File: src/rtl/dpwm_duty_sequencer.sv
// Duty-word sequencer for a 6-bit DPWM: soft-start ramp, slew-limited run,
// fault shutdown and clean period-aligned disable.
module dpwm_duty_sequencer #(
  parameter int DMAX       = 52,
  parameter int SLEW       = 4,
  parameter int SS_PERIODS = 4
) (
  input  logic       clk,
  input  logic       rst,
  input  logic       en,
  input  logic       fault,
  input  logic       req_valid,
  input  logic [5:0] req_duty,
  output logic       req_ready,
  output logic [5:0] duty_cmd,
  output logic       pwm_en,
  output logic       period_end,
  output logic [1:0] state
);

  localparam logic [1:0] ST_IDLE  = 2'd0;
  localparam logic [1:0] ST_SS    = 2'd1;
  localparam logic [1:0] ST_RUN   = 2'd2;
  localparam logic [1:0] ST_FAULT = 2'd3;

  localparam int PCW =
    (SS_PERIODS > 7) ? $clog2(SS_PERIODS + 1) : 3;

  localparam logic [6:0]     DMAX7   = 7'(DMAX);
  localparam logic [6:0]     SLEW7   = 7'(SLEW);
  localparam logic [PCW-1:0] SS_LAST = PCW'(SS_PERIODS - 1);

  logic [5:0]     phase_q, phase_d;
  logic [1:0]     state_q, state_d;
  logic [5:0]     duty_q, duty_d;
  logic [5:0]     target_q, target_d;
  logic [PCW-1:0] pcnt_q, pcnt_d;

  logic       active;
  logic       accept;
  logic [6:0] req7;
  logic [5:0] req_clamped;
  logic [6:0] duty7;
  logic [6:0] tgt7;
  logic [6:0] up_diff;
  logic [6:0] dn_diff;
  logic [6:0] up_step;
  logic [6:0] dn_step;
  logic [6:0] slew7;
  logic [5:0] slew_duty;

  always_comb begin
    active     = (state_q == ST_SS) || (state_q == ST_RUN);
    period_end = (phase_q == 6'd63);
    accept     = req_valid && active;

    req7        = {1'b0, req_duty};
    req_clamped = (req7 > DMAX7) ? DMAX7[5:0] : req_duty;
  end

  // Slew-limited step toward target; 7-bit so differences never wrap.
  always_comb begin
    duty7   = {1'b0, duty_q};
    tgt7    = {1'b0, target_q};
    up_diff = tgt7 - duty7;
    dn_diff = duty7 - tgt7;
    up_step = (up_diff > SLEW7) ? SLEW7 : up_diff;
    dn_step = (dn_diff > SLEW7) ? SLEW7 : dn_diff;
    slew7   = duty7;
    if (tgt7 > duty7) begin
      slew7 = duty7 + up_step;
    end else if (tgt7 < duty7) begin
      slew7 = duty7 - dn_step;
    end
    slew_duty = (slew7 > DMAX7) ? DMAX7[5:0] : slew7[5:0];
  end

  always_comb begin
    phase_d  = phase_q + 6'd1;
    state_d  = state_q;
    duty_d   = duty_q;
    target_d = accept ? req_clamped : target_q;
    pcnt_d   = pcnt_q;

    if (fault) begin
      state_d  = ST_FAULT;
      duty_d   = '0;
      target_d = '0;
      pcnt_d   = '0;
    end else begin
      unique case (state_q)
        ST_IDLE: begin
          duty_d   = '0;
          target_d = '0;
          if (period_end && en) begin
            state_d = ST_SS;
            pcnt_d  = '0;
          end
        end
        ST_SS: begin
          if (period_end) begin
            if (!en) begin
              state_d  = ST_IDLE;
              duty_d   = '0;
              target_d = '0;
              pcnt_d   = '0;
            end else if (duty_q >= target_q) begin
              state_d = ST_RUN;
            end else if (pcnt_q == SS_LAST) begin
              duty_d = duty_q + 6'd1;
              pcnt_d = '0;
            end else begin
              pcnt_d = pcnt_q + 1'b1;
            end
          end
        end
        ST_RUN: begin
          if (period_end) begin
            if (!en) begin
              state_d  = ST_IDLE;
              duty_d   = '0;
              target_d = '0;
              pcnt_d   = '0;
            end else begin
              duty_d = slew_duty;
            end
          end
        end
        ST_FAULT: begin
          duty_d   = '0;
          target_d = '0;
          if (!en) begin
            state_d = ST_IDLE;
          end
        end
      endcase
    end
  end

  always_ff @(posedge clk or posedge rst) begin
    if (rst) begin
      phase_q  <= '0;
      state_q  <= ST_IDLE;
      duty_q   <= '0;
      target_q <= '0;
      pcnt_q   <= '0;
    end else begin
      phase_q  <= phase_d;
      state_q  <= state_d;
      duty_q   <= duty_d;
      target_q <= target_d;
      pcnt_q   <= pcnt_d;
    end
  end

  assign req_ready = active;
  assign pwm_en    = active;
  assign duty_cmd  = duty_q;
  assign state     = state_q;

endmodule

File: config.mk
export PLATFORM = sky130hd
export DESIGN_NAME = dpwm_duty_sequencer
export DESIGN_NICKNAME = d
export VERILOG_FILES = /design/src/rtl/dpwm_duty_sequencer.sv
export SDC_FILE = /design/constraint.sdc
export NUM_CORES = 1
export LEC_CHECK = 0
export CORE_MARGIN = 2
export CORE_UTILIZATION = 45
export DETAILED_ROUTE_END_ITERATION = 12
export PLACE_DENSITY_LB_ADDON = 0.1
export SYNTH_ARGS = -nofsm -noshare
export SYNTH_HDL_FRONTEND = slang
export SYNTH_SLANG_ARGS = --single-unit
File: constraint.sdc
create_clock -name clk -period 8.4 [get_ports clk]
set_input_delay 1.68 -clock clk [delete_from_list [all_inputs] [get_ports clk]]
set_output_delay 1.68 -clock clk [all_outputs]
set_load 0.01 [all_outputs]
; ---- Yosys cells after proc, flatten, opt, wreduce, memory -nomap -nowiden
; Index checks and enable logic that the tools add are counted.
[word_totals]
ff_bits = 23
latchBits = 0
ram_bits = 0
rom_bits = 0
output_inout_bits = 11
elab_cells = 77
n_memories = 0
[op_classes]
n_addsub = 7
multipliers = 0
div_mod_pow = 0
order_cmp = 7
eq_ne = 12
shift = 0
muxes = 36
bitwise = 0
reduce_logical = 10
[ops]
columns = op, count
row1 = $mux W6, 13
row2 = $mux W7, 4
row3 = $mux W3, 8
row4 = $pmux W6 S3, 1
row5 = $gt A7 B3 Y1 const B, 2
row6 = $mux W2, 7
row7 = $sub A6 B6 Y7, 2
row8 = $add A6 B1 Y6 const B, 2
row9 = $ne A3 B3 Y1 const B, 4
row10 = $pmux W6 S2, 1
row11 = $pmux W3 S3, 1
row12 = $ne A4 B3 Y1 const B, 2
row13 = $pmux W2 S4, 1
row14 = $reduce_and A4 Y1, 2
row15 = $add A6 B7 Y7, 1
row16 = $gt A7 B6 Y1 const B, 1
row17 = $sub A6 B7 Y7, 1
row18 = $eq A6 B6 Y1 const B, 1
row19 = $ge A6 B6 Y1, 1
row20 = $gt A6 B6 Y1, 1
row21 = $gt A6 B6 Y1 const B, 1
row22 = $lt A6 B6 Y1, 1
row23 = $reduce_and A6 Y1, 1
row24 = $eq A2 B2 Y1 const B, 2
row25 = other kinds (9), 11

; ---- Logic depth before layout (Yosys ltp)
; Gate-level depths: netlist of run 1.
[depth]
ltp_word = 12
ltp_mapped = 20

; ---- Least setup slack after synthesis of run 1
; Ideal clock, no wire load.
[synth_path]
path_type = reg2reg
from = reg duty_q[1] (netlist: duty_cmd[1])
to = reg duty_q[1] (netlist: duty_cmd[1])
arrival_ns = 3.776
required_time_ns = 8.258
setup_slack_ns = 4.482
path_stages_with_launch = 19
path_buffers = 0
path_cell_list = dfrtp_1 -> inv_1 -> fa_1 -> a21o_1 -> a21oi_1 -> xor2_1 -> nand2_1 -> nor3_1 -> nand2_1 -> fa_1 -> nand2b_1 -> a21oi_1 -> o21a_1 -> o21ai_0 -> o22ai_1 -> nand2b_1 -> or2_0 -> o22a_2 -> o221ai_1
[synth_between]
elab_chain_cells = 12
[synth_lines]
columns = item, line_no
row1 = "start, declared", 35  ; logic [5:0] duty_q, duty_d;
row2 = "start signal, assigned", 150  ; duty_q <= duty_d;
row3 = $sub A6 B6 Y7, 66  ; dn_diff = duty7 - tgt7;
row4 = $gt A7 B3 Y1, 68  ; dn_step = (dn_diff > SLEW7) ? SLEW7 : dn_diff;
row5 = $mux W7, 68
row6 = $sub A6 B7 Y7, 73  ; slew7 = duty7 - dn_step;
row7 = $mux W7, 72  ; end else if (tgt7 < duty7) begin
row8 = $mux W7, 70  ; if (tgt7 > duty7) begin
row9 = $gt A7 B6 Y1, 75  ; slew_duty = (slew7 > DMAX7) ? DMAX7[5:0] : slew7[5:0];
row10 = $mux W6, 75
row11 = $mux W6, 119  ; if (!en) begin
row12 = $mux W6, 118  ; if (period_end) begin
row13 = $pmux W6 S3, 91  ; unique case (state_q)
row14 = $mux W6, 85  ; if (fault) begin
; Parallel ways exist; a longest one is shown, timed or not. The select of a mux whose other input is x is not followed.
; A chain may end at the register's enable or synchronous reset.

; ---- Final worst setup path of run 1
; Ends and elaborated chain as after synthesis.

==> results of run 1 <==
==> how the worst min path moves through the flow <==
| stage | start | endpoint | slack, ns |
|---|---|---|---|
| after CTS | phase_q[0] | phase_q[0] | 0.48 |
| final | phase_q[0] | phase_q[0] | 0.48 |
| after floorplan | phase_q[0] | phase_q[0] | 0.43 |
| after global routing | phase_q[0] | phase_q[0] | 0.52 |
| after global placement | phase_q[0] | phase_q[0] | 0.46 |
| after detailed placement | phase_q[0] | phase_q[0] | 0.47 |
==> power breakdown <==
part / total, W / switching (W) / internal [W]
registers: 0.000147 / 0.0000226 / 0.000125
clock network: 0.0000665 / 0.0000328 / 0.0000337
logic: 0.000797 / 0.000457 / 0.000340
total: 0.00101 / 0.000512 / 0.000498
==> layout make-up <==
class | instances | area (sq um) | area share
inverter | 24 | 90.1 | 0.0315
timing repair buffer | 21 | 210 | 0.0736
tap | 72 | 90.1 | 0.0315
clock buffer | 4 | 45.0 | 0.0158
multi-input combinational | 263 | 1850 | 0.646
sequential | 23 | 576 | 0.201
==> placed cells by master (no fill, tap or decap), types with 2 or more instances in the layout <==
master and count:
sky130_fd_sc_hd__nand3_1 15, sky130_fd_sc_hd__a211o_1 2, sky130_fd_sc_hd__inv_1 24, sky130_fd_sc_hd__xnor2_1 6
sky130_fd_sc_hd__xor2_1 7, sky130_fd_sc_hd__a21oi_1 26, sky130_fd_sc_hd__a221o_1 2, sky130_fd_sc_hd__and3_1 3
sky130_fd_sc_hd__ha_1 29, sky130_fd_sc_hd__o211ai_1 2, sky130_fd_sc_hd__o22ai_1 5, sky130_fd_sc_hd__o21ai_0 16
sky130_fd_sc_hd__nor2b_1 5, sky130_fd_sc_hd__a221oi_1 2, sky130_fd_sc_hd__nand2b_1 8, sky130_fd_sc_hd__a21o_1 5
sky130_fd_sc_hd__dfrtp_1 23, sky130_fd_sc_hd__clkdlybuf4s50_1 21, sky130_fd_sc_hd__a2bb2oi_1 2, sky130_fd_sc_hd__nor2_1 31
sky130_fd_sc_hd__nor4_1 2, sky130_fd_sc_hd__o221ai_1 2, sky130_fd_sc_hd__nand2_1 22, sky130_fd_sc_hd__conb_1 6
sky130_fd_sc_hd__mux2i_1 3, sky130_fd_sc_hd__and4_1 3, sky130_fd_sc_hd__o21a_1 4, sky130_fd_sc_hd__clkbuf_8 3
sky130_fd_sc_hd__nand4_1 3, sky130_fd_sc_hd__fa_1 4, sky130_fd_sc_hd__nor3_1 15
==> through the flow <==
step / utilization / setup slack, ns / cell area, sq um
floorplan: - / 4.48 / 2570
global placement: 0.511 / 4.04 / 2810
detailed placement: 0.511 / 3.94 / 2810
CTS: 0.519 / 3.91 / 2860
global route: 0.519 / 3.52 / 2860
finish: 0.519 / 3.91 / 2860
==> state kept, by name (all words and copies together) (netlist names) <==
signal    cells
pcnt_q        3
target_q      6
phase_q       6
duty_cmd      6
state         2
==> logic make-up after synthesis <==
group	share of synthesized area
compound gates	0.222
xor+xnor	0.0446
fa+ha+maj	0.173
buf+inv	0.0573
flops	0.225
mux	0.0162
other cells	0.00294
simple gates	0.258
==> routing by layer <==
layer  vias to the layer above  GRT usage
li1                       1164          -
met1                      1078      0.295
met2                        44      0.361
met3                         4     0.0182
met4                         0     0.0448
met5                         -          0
==> flow_summary.ini, run 1 <==
[grt]
grt_antenna_before_repair = 0
grt_overflow = 0
global_route.usage.total = 0.212
via_count_of_the_first_global_routing_pass = 2262
wire_length_of_the_first_global_routing_pass_um = 10700
largest_net_degree_at_the_start_of_global_routing = 24

[power]
leakagePower_nw = 1.28
power.density_cell_area_nw_per_um2 = 354
totalPowerFinal_w = 0.00101
vdd.ir_drop.worst_uv = 162

[route]
antenna_nets_post_route = 0
drt_pass1_iterations = 4
via_per_inst = 5.63
vias = 2290
drc_errors = 0
top_signal_layer_used = met4
wl_per_cell_um = 15.2
met3_wirelength_um = 165
wirelength_met1_um = 3040
drt-initial-drc-count = 144
met2RoutedLength_um = 2910
routed_wl_um = 6180

[critical_path]
critPathSlowestCell = sky130_fd_sc_hd__dfrtp_1
crit_path_cell_trace = inv_1 > fa_1 > a21o_1 > a21oi_1 > xor2_1 > nand2_1 > nor3_1 > nand2_1 > fa_1 > nand2b_1 > a21oi_1 > nor2_1 > nor3_1 > a21oi_1 > a21oi_1 > nor4b_2 > o22a_2 > o221ai_1
class_of_the_most_critical_setup_path = register to register
cp_num_cells = 18
critical_path_peak_fanout = 9
worst_ep_arrival_time_ns = 4.62
reg2reg_slack_ns = 3.91
worst_setup_path_endpoint = duty_cmd[1]
cpLargestDelayFamily = simple AND/OR/NAND/NOR gates
crit_path_start = duty_cmd[1]
setup.worst_path.end_class = register
critical-path-max-stage-delay_ns = 0.56
rr_worst_depth = 18
worst-endpoint-required_ns = 8.53
cp_startpoint_kind = register
critical_path.reg2reg.endpoint = duty_cmd[1]
crit-reg2reg-launch = duty_cmd[1]
path_buf_inv = 1
worst_path_most_repeated_cell = sky130_fd_sc_hd__a21oi_1

[synthesis]
synth_cells = 315
yosysSeqAreaShare = 0.225
number_of_flip_flops_and_latches_in_the_synthesized_netlist = 23
synth_area_leader_cell = sky130_fd_sc_hd__dfrtp_1
synthArstFlopShare = 1.00
synthTopCellsByArea = sky130_fd_sc_hd__dfrtp_1 23%, sky130_fd_sc_hd__ha_1 14%, sky130_fd_sc_hd__a21oi_1 5.1%, sky130_fd_sc_hd__nor2_1 4.6%, sky130_fd_sc_hd__inv_1 3.5%
synth.most_common_cell = sky130_fd_sc_hd__nor2_1
synth_warnings = 0
synth.avg_cell_area_sq_um = 8.11
syn-cell-area_sq_um = 2550
synth_cell_types = 68
synth-edff-count = 0
yosysTopAreaCellShare = 0.225
postSynth.topFlopCell = sky130_fd_sc_hd__dfrtp_1
synth_top_cells_by_count = 31 x sky130_fd_sc_hd__nor2_1, 29 x sky130_fd_sc_hd__ha_1, 26 x sky130_fd_sc_hd__a21oi_1

[clocking]
clockBufferDepth = 2
cts-resized-gates = 0
cts_made_buffers = 3
htree_levels = 1
cts_hold_buf = 0
cts.reportedPaths.clkPinSlew_ns = 0.08
numClockSinks = 23
clkLatencyLatePin_ns = 0.26
cts_setup_buffers = 0
tritoncts = built
ctsRootBufferMaster = sky130_fd_sc_hd__clkbuf_8

[sta]
setup_viol = 0
worst_slew_margin_rel = 0.411
worstMarginPinSlew_ns = 0.882
rsz_0062_raised_after_global_routing = false
timing.hold.ws_ns = 0.479
timing.setup.tns_ns = 0
final_count_of_hold_timing_violations = 0
max_freq_ghz = 0.223
period_share = 0.535
skew_ns = 0.00966
finalCriticalPeriod_ns = 4.49
drv_slew = 0

[die]
effective_utilization_at_floorplan = 0.464
num_io_pins = 22
num_rows = 27
die_boundary_height_um = 79.3
dieWidth_um = 79.3
die_area_sq_um = 6290
coreArea_sq_um = 5510

[cells_and_area]
filler_cell_count = 542
num-nets-final = 380
synthToLayoutAreaGrowth_pct = 11.9
insertedDiodeCount = 0
post_route_cells_drive_above_1_share = 0.0507
finalNonFillerCells = 407

[job]
maxCapViolations = 0

[worst_hold_path]
min_path_type = register to register
hold_depth = 1

[placement]
portBuffers = 21
finalWeightedCongestion = 0.865
half_perimeter_wire_length_after_detailed_placement_um = 4910
placedCellCount = 403

[run_status]
outcome = finished clean
Note: power is estimated with default switching activity, not from simulation.
==> run 2, diff against run 1 <==
clock period = 4.6 ns   (was 8.4 ns; I/O delays follow)
==> run 2 against run 1 <==
- flip-flop and latch count did not move
- utilization rose by 0.98 points
- critical path type unchanged
- clock skew decreased by 0.0075 ns
- setup slack worse by 3.5 ns
- maximum frequency increased by 7.7%
- design area up 1.9%
- first-iteration DRC count fell by 36%
==> flow_summary.ini, run 2 (same netlist as run 1, synthesis figures left out) <==
[run_status]
outcome = finished clean

[sta]
skew_ns = 0.00221
finalCriticalPeriod_ns = 4.17
timing.hold.ws_ns = 0.477
setup_viol = 0
timing.setup.tns_ns = 0
drv_slew = 0
worstMarginPinSlew_ns = 0.880
worst_slew_margin_rel = 0.413
period_share = 0.906
max_freq_ghz = 0.240
final_count_of_hold_timing_violations = 0

[route]
via_per_inst = 5.59
drt_pass1_iterations = 4
drt-initial-drc-count = 92
routed_wl_um = 6220
vias = 2302
drc_errors = 0
wl_per_cell_um = 15.1
antenna_nets_post_route = 0

[power]
vdd.ir_drop.worst_uv = 337
seq_power_share = 0.136
power_report.internal_total_w = 0.000931
leakagePower_nw = 1.31
p_switching_w = 0.000964
switching_share = 0.509
clockPowerShare = 0.068
power.share.combinational = 0.796
power.density_cell_area_nw_per_um2 = 651

[clocking]
clkLatencyLatePin_ns = 0.27
htree_levels = 1
tritoncts = built
cts-resized-gates = 0
cts_made_buffers = 3
clockBufferDepth = 2
ctsRootBufferMaster = sky130_fd_sc_hd__clkbuf_8
numClockSinks = 23
cts_setup_buffers = 0
cts.reportedPaths.clkPinSlew_ns = 0.08
cts_hold_buf = 0

[critical_path]
class_of_the_most_critical_setup_path = register to register
worst-endpoint-required_ns = 4.74
critical_path_peak_fanout = 5
setup.worst_path.end_class = register
cp_startpoint_kind = register
worst_ep_arrival_time_ns = 4.31

[die]
coreArea_sq_um = 5510
die_boundary_height_um = 79.3
effective_utilization_at_floorplan = 0.464
die_area_sq_um = 6290
dieWidth_um = 79.3
num_rows = 27
num_io_pins = 22

[grt]
global_route.usage.total = 0.214
grt_overflow = 0
wire_length_of_the_first_global_routing_pass_um = 10800
grt_antenna_before_repair = 0
largest_net_degree_at_the_start_of_global_routing = 24
via_count_of_the_first_global_routing_pass = 2291

[cells_and_area]
most-common-layout-cells = 31 x sky130_fd_sc_hd__nor2_1, 29 x sky130_fd_sc_hd__ha_1, 26 x sky130_fd_sc_hd__a21oi_1
synthToLayoutAreaGrowth_pct = 14.0
insertedDiodeCount = 0
mostFrequentLayoutCell = sky130_fd_sc_hd__nor2_1
num-nets-final = 385
post_route_cells_drive_above_1_share = 0.0735
design_area_sq_um = 2910

[placement]
portBuffers = 21
finalWeightedCongestion = 0.889
postPlaceCellArea_sq_um = 2850
half_perimeter_wire_length_after_detailed_placement_um = 4950

[worst_hold_path]
min_path_type = register to register

[job]
maxCapViolations = 0
[run 2: cell count changes in the layout (fill, tap and decap cells not counted)]
cell	previous run	this run
sky130_fd_sc_hd__buf_4	0	5
sky130_fd_sc_hd__nor3_1	15	14
sky130_fd_sc_hd__nor3_2	0	1
sky130_fd_sc_hd__clkinv_2	0	1
sky130_fd_sc_hd__nor4b_2	1	0
sky130_fd_sc_hd__nor4b_4	1	2
sky130_fd_sc_hd__dfrtp_2	0	1
sky130_fd_sc_hd__dfrtp_1	23	22
sky130_fd_sc_hd__clkbuf_1	1	0
[run 2: stage by stage]
step	total power, W	util	setup WS [ns]	cells
floorplan	0.00142	-	0.682	319
detailed placement	0.00172	0.518	0.322	408
CTS	0.00186	0.526	0.288	412
global placement	0.00171	0.518	0.370	408
finish	0.00189	0.529	0.430	412
global route	0.00209	0.529	-0.00868	412
[run 2: critical path, stage by stage (launching register included)]
cell	delay, ns
sky130_fd_sc_hd__dfrtp_1	0.42
sky130_fd_sc_hd__inv_1	0.07
sky130_fd_sc_hd__ha_1	0.17
sky130_fd_sc_hd__inv_1	0.06
sky130_fd_sc_hd__fa_1	0.42
sky130_fd_sc_hd__a21o_1	0.18
sky130_fd_sc_hd__a21oi_1	0.17
sky130_fd_sc_hd__xor2_1	0.16
sky130_fd_sc_hd__nand2_1	0.15
sky130_fd_sc_hd__nor3_2	0.25
sky130_fd_sc_hd__nand2_1	0.12
sky130_fd_sc_hd__fa_1	0.44
sky130_fd_sc_hd__nand2b_1	0.19
sky130_fd_sc_hd__a21oi_1	0.18
sky130_fd_sc_hd__o21a_1	0.13
sky130_fd_sc_hd__o21ai_0	0.08
sky130_fd_sc_hd__o22ai_1	0.30
sky130_fd_sc_hd__nand2b_1	0.18
sky130_fd_sc_hd__or2_0	0.13
sky130_fd_sc_hd__o22a_2	0.15
sky130_fd_sc_hd__o221ai_1	0.09
[run 2: layout make-up]
class                           instances  area [sq um]
Multi-Input combinational cell        263          1860
Sequential cell                        23           577
Clock buffer                            3          41.3
Tap cell                               72          90.1
Inverter                               24          90.1
Fill cell                             543          2590
Clock inverter                          1          5.00
Timing Repair Buffer                   26           248
[run 2: layer usage]
metal,share of wire,up-vias,track usage,wire length [um]
met2,0.49,42,0.381,3060
li1,-,1172,-,-
met5,0,-,0,0
met3,0.038,5,0.0102,234
met4,0.0096,0,0.0483,60
met1,0.46,1083,0.288,2870
[run 2: worst paths after layout]
kind	from	end	slack, ns	cells after the start
max in group asynchronous	rst	duty_cmd[0]	2.87	2
worst min-delay path	phase_q[0]	phase_q[0]	0.48	1
worst min register to register	phase_q[0]	phase_q[0]	0.48	1
worst max-delay path	target_q[0]	duty_cmd[1]	0.43	20
min in group asynchronous	rst	target_q[3]	1.14	2
worst max register to register	target_q[0]	duty_cmd[1]	0.43	20
[run 2: power by group through the flow]
stage	clock, W	combinational, W	sequential [W]
after floorplan	0	0.00115	0.000264
after global placement	0	0.00145	0.000263
after detailed placement	0	0.00146	0.000264
after CTS	0.000131	0.00147	0.000260
after global routing	0.000140	0.00168	0.000264
final	0.000128	0.00151	0.000258
